<file path="src/rtl/tpg_pkg.sv">
// Shared constants and helpers for the 3-bit exhaustive test pattern generator.
package tpg_pkg;

  // Width of the generated pattern {a, b, cin}.
  localparam int TPG_W = 3;

  // Reset value of the LFSR state. It must be non-zero.
  localparam logic [TPG_W-1:0] DEFAULT_SEED = 3'b001;

  // Number of distinct patterns in one exhaustive pass.
  localparam int NUM_PATTERNS = 8;

  // Feedback taps for x^3 + x^2 + 1, applied to state bits [2] and [1].
  localparam logic [TPG_W-1:0] TAP_MASK = 3'b110;

  // Counter value that is present while the last pattern of a pass is shown.
  localparam logic [TPG_W-1:0] LAST_COUNT = 3'(NUM_PATTERNS - 1);

  // XOR of the tapped state bits, which gives the linear part of the feedback.
  function automatic logic tap_parity(input logic [TPG_W-1:0] q);
    return ^(q & TAP_MASK);
  endfunction

  // Zero-insertion term. It is high when the low bits are 00. This splices
  // the all-zero state into the maximal-length cycle, so the LFSR cannot
  // lock up in 000.
  function automatic logic zero_insert(input logic [TPG_W-1:0] q);
    return (q[1:0] == 2'b00);
  endfunction

endpackage

</file>
<file path="src/rtl/lfsr3_next.sv">
// Combinational next-state function for the 3-bit de Bruijn LFSR.
// Starting from 001 it gives the sequence 001,010,101,011,111,110,100,000.
import tpg_pkg::*;

module lfsr3_next (
  input  logic [TPG_W-1:0] q_i,
  output logic [TPG_W-1:0] q_next_o
);

  logic fb_s;

  // Feedback is the tap parity plus the zero-insertion term. The state shifts left.
  always_comb begin
    fb_s     = tap_parity(q_i) ^ zero_insert(q_i);
    q_next_o = {q_i[1:0], fb_s};
  end

endmodule

</file>
<file path="src/rtl/tpg_3bit_lfsr.sv">
// 3-bit BIST test pattern generator for a 1-bit full adder.
// data_out shows the LFSR state directly: [2]=a, [1]=b, [0]=cin.
// complete is registered. It rises on the edge that loads the 8th pattern (000).
import tpg_pkg::*;

module tpg_3bit_lfsr #(
  parameter logic [2:0] SEED     = DEFAULT_SEED,
  parameter bit         FREE_RUN = 1'b0
) (
  input  logic       clock,
  input  logic       reset,
  output logic [2:0] data_out,
  output logic       complete
);

  logic [TPG_W-1:0] state_q;
  logic [TPG_W-1:0] state_d;
  logic [TPG_W-1:0] cnt_q;
  logic [TPG_W-1:0] cnt_d;
  logic             complete_q;
  logic             complete_d;
  logic [TPG_W-1:0] lfsr_next_s;
  logic             advance_s;

  lfsr3_next u_lfsr3_next (
    .q_i      (state_q),
    .q_next_o (lfsr_next_s)
  );

  // In one-shot mode the generator stops on the last pattern. In free-run mode it always advances.
  always_comb begin
    if (FREE_RUN) begin
      advance_s = 1'b1;
    end else begin
      advance_s = ~complete_q;
    end
  end

  // Next-state logic for the pattern, the counter and the completion flag.
  always_comb begin
    state_d    = state_q;
    cnt_d      = cnt_q;
    complete_d = complete_q;
    if (advance_s) begin
      state_d    = lfsr_next_s;
      cnt_d      = cnt_q + 3'd1;
      complete_d = (cnt_d == LAST_COUNT);
    end else begin
      state_d    = state_q;
      cnt_d      = cnt_q;
      complete_d = complete_q;
    end
  end

  // State, counter and flag registers. Reset is asynchronous and active-high.
  always_ff @(posedge clock or posedge reset) begin
    if (reset) begin
      state_q    <= SEED;
      cnt_q      <= 3'd0;
      complete_q <= 1'b0;
    end else begin
      state_q    <= state_d;
      cnt_q      <= cnt_d;
      complete_q <= complete_d;
    end
  end

  assign data_out = state_q;
  assign complete = complete_q;

endmodule

</file>
<file path="config.mk">
export PLATFORM = sky130hd
export DESIGN_NAME = tpg_3bit_lfsr
export DESIGN_NICKNAME = d
export VERILOG_FILES = /design/src/rtl/tpg_pkg.sv /design/src/rtl/lfsr3_next.sv /design/src/rtl/tpg_3bit_lfsr.sv
export SDC_FILE = /design/constraint.sdc
export NUM_CORES = 1
export LEC_CHECK = 0
export CORE_AREA = 2 2 39 41
export DETAILED_ROUTE_END_ITERATION = 10
export DIE_AREA = 0 0 41 43
export GPL_TIMING_DRIVEN = 0
export SYNTH_ARGS = -nofsm -noshare
export SYNTH_HDL_FRONTEND = slang
export SYNTH_HIERARCHICAL = 1
export SYNTH_SLANG_ARGS = --single-unit
</file>
<file path="constraint.sdc">
create_clock -name clock -period 1.9 [get_ports clock]
set_input_delay 0.19 -clock clock [delete_from_list [all_inputs] [get_ports clock]]
set_output_delay 0.19 -clock clock [all_outputs]
set_load 0.05 [all_outputs]
</file>
==> results.txt <==
status: completed
area of the die: 1760 sq um
DP Area: 443 sq um
per-cell routed wire length: 10.2 um
number of synthesized register bits: 7
register area: 176 sq um
Final #Nets: 41
worst endpoint data arrival time: 1.59 ns
Slew HR: 67.0%
Final Cell Area: 469 sq um
Antenna Nets Post-Route: 0
Min Clock Period, post-route: 1.78 ns
initial drt markers: 2
area of the multi-input gates: 151 sq um
Warnings, synthesis: 6
chip width: 41 um
cell count after placement: 48
fin crit share: 93.9%
CP Max Fanout: 4
worst min-delay path class: in2async
Cell Chain, Critical Path: clkdlybuf4s50_1
Num CTS Buffers: 3
Cell Area, Synth: 373 sq um
HPWL reported at the end of detailed placement: 417 um
worst-margin pin slew: 0.493 ns
number of inserted diodes: 0
VDD IR max: 0.000184 V
sequential area share after synthesis: 47.3%
Total Wirelength: 528 um
# port buffers: 5
CTS Hold Bufs: 0
ys flop type: dfrtp_1
highest clock rate: 0.560 GHz
residual DRC count: 0
gr usage total: 8.60%
area leader, netlist: dfrtp_1
Mapped Nets: 31
Largest delay share family, worst path: buffers and inverters
clk sinks: 7
Layout area overhead: 25.8%
layout cells sized above 1: 38.9%
Buf/Inv on CP: 1
Worst path max stage delay: 0.80 ns
post-CTS sizing: 0
Pwr per Cell Area: 601 nW/um^2
Initial Util: 26.9%
Slowest-stage cell, CP: clkdlybuf4s50_1
fin. max-slew vios: 0
num rows: 14
Clock Path Buffers: 2
vias in the first global route: 241
largest net degree at the start of global routing: 8
gpl congestion: 0.564
Clock transition at path regs: 0.05 ns
RSZ-0062 raised after global routing: false
IO Pins: 6
Post-synth ARST share: 100%
postcts setup bufs: 0
Worst Path Required: 1.71 ns
largest cells by area after synthesis: dfrtp_1 40%, mux2_4 12%, dfstp_2 7.0%, xnor2_1 7.0%, ha_1 6.7%
H-tree depth: 1
final hold violation count: 0
CTS tree: done
area share of the largest cell type after synthesis: 40.3%
Clock Latency Late Sink: 0.24 ns
first-pass GRT wire length: 931 um
crit end category: output port
Die H: 43 um
detailed-route via count: 210
clock root buffer: clkbuf_4
Initial DRT Pass Iterations: 2
Core ar.: 1380 sq um
CP Class: reg2out
Syn Inst Count: 27
Final Non-Filler Cells: 52
Final TNS setup: 0 ns
max_cap viols: 0
startpoint types: register
LEAKAGE: 0.234 nW
Filler cells: 138
Via density: 4.04
final count of negative-setup-slack endpoints: 0
Post-synth EDFFs: 0
Worst Skew: 0.000227 ns
grt total ovfl: 0
antenna violations before repair: 0
Cell variety after synth: 13
syn avg cell area: 13.8 sq um
[power by group]
group | internal (mW) | switching (mW) | leakage, nW
registers | 0.150 | 0 | 0.0680
clock network | 0.0797 | 0.0476 | 0.0150
logic | 0.00192 | 0.00304 | 0.151
[cell families (layout without fill, tap and decap cells)]
| family | count (synthesis) | count (layout) | synth area share (%) |
|---|---|---|---|
| flops | 7 | 7 | 47.3 |
| buf+inv | 7 | 16 | 12.1 |
| xor+xnor | 4 | 4 | 9.40 |
| mux | 4 | 4 | 14.8 |
| fa+ha+maj | 2 | 2 | 6.71 |
| simple gates | 2 | 2 | 7.38 |
| compound gates | 1 | 1 | 2.35 |
[path summary, 6_finish.rpt]
kind,from,to,slack (ns),cells past startpoint
setup / recovery,data_out[0]$_DFFE_PP1N_,data_out[0],0.12,1
hold / removal,reset,data_out[1]$_DFFE_PP0N_,0.18,2
setup reg to reg,data_out[0]$_DFFE_PP1N_,data_out[0]$_DFFE_PP1N_,0.67,4
hold reg to reg,cnt_q[0]$_DFFE_PP0N_,cnt_q[0]$_DFFE_PP0N_,0.50,1
max in group asynchronous,reset,data_out[0]$_DFFE_PP1N_,1.45,2
min in group clock,cnt_q[0]$_DFFE_PP0N_,cnt_q[0]$_DFFE_PP0N_,0.50,1
[registers in the layout (all words and copies together) (netlist names)]
signal / count
complete: 1
data_out: 3
cnt_q: 3
[synthesized netlist by cell type, types with 2 or more instances]
cell type / n
dfrtp_1: 6
buf_4: 3
inv_1: 3
mux2_4: 3
xnor2_1: 3
ha_1: 2
[final cells by class]
| cell class | instances | area share, % |
|---|---|---|
| Inverter | 3 | 2.40 |
| Buffer | 4 | 7.20 |
| Sequential cell | 7 | 37.6 |
| Clock buffer | 4 | 5.60 |
| Timing Repair Buffer | 5 | 10.7 |
| Multi-Input combinational cell | 13 | 32.3 |
| Tap cell | 16 | 4.27 |
[stage by stage]
| stage | utilization (%) | setup slack, ns | hold slack (ns) | total power, mW |
|---|---|---|---|---|
| global route | 33.9 | 0.0679 | 0.204 | 0.304 |
| finish | 33.9 | 0.116 | 0.183 | 0.282 |
| detailed placement | 32.0 | 0.371 | 0.438 | 0.157 |
| floorplan | - | 0.483 | -0.00733 | 0.154 |
| global placement | 32.0 | 0.374 | 0.427 | 0.157 |
| CTS | 33.9 | 0.0991 | 0.186 | 0.290 |
[routing by layer]
metal | track usage, % | share of wire (%)
met3 | 4.71 | 8.0
met1 | 7.59 | 35
met4 | 8.00 | 0
met5 | 0 | 0
met2 | 12.8 | 56
[cell usage in the layout (no fill, tap or decap)]
master           n
a21o_2           1
clkbuf_4         3
inv_1            3
clkbuf_1         1
buf_6            1
nor2b_4          1
dfstp_2          1
ha_1             2
xnor2_1          3
mux2i_1          1
clkdlybuf4s50_1  5
mux2_4           3
xor2_1           1
dfrtp_1          6
buf_4            3
nand2b_4         1
(Power assumes the default switching activity.)
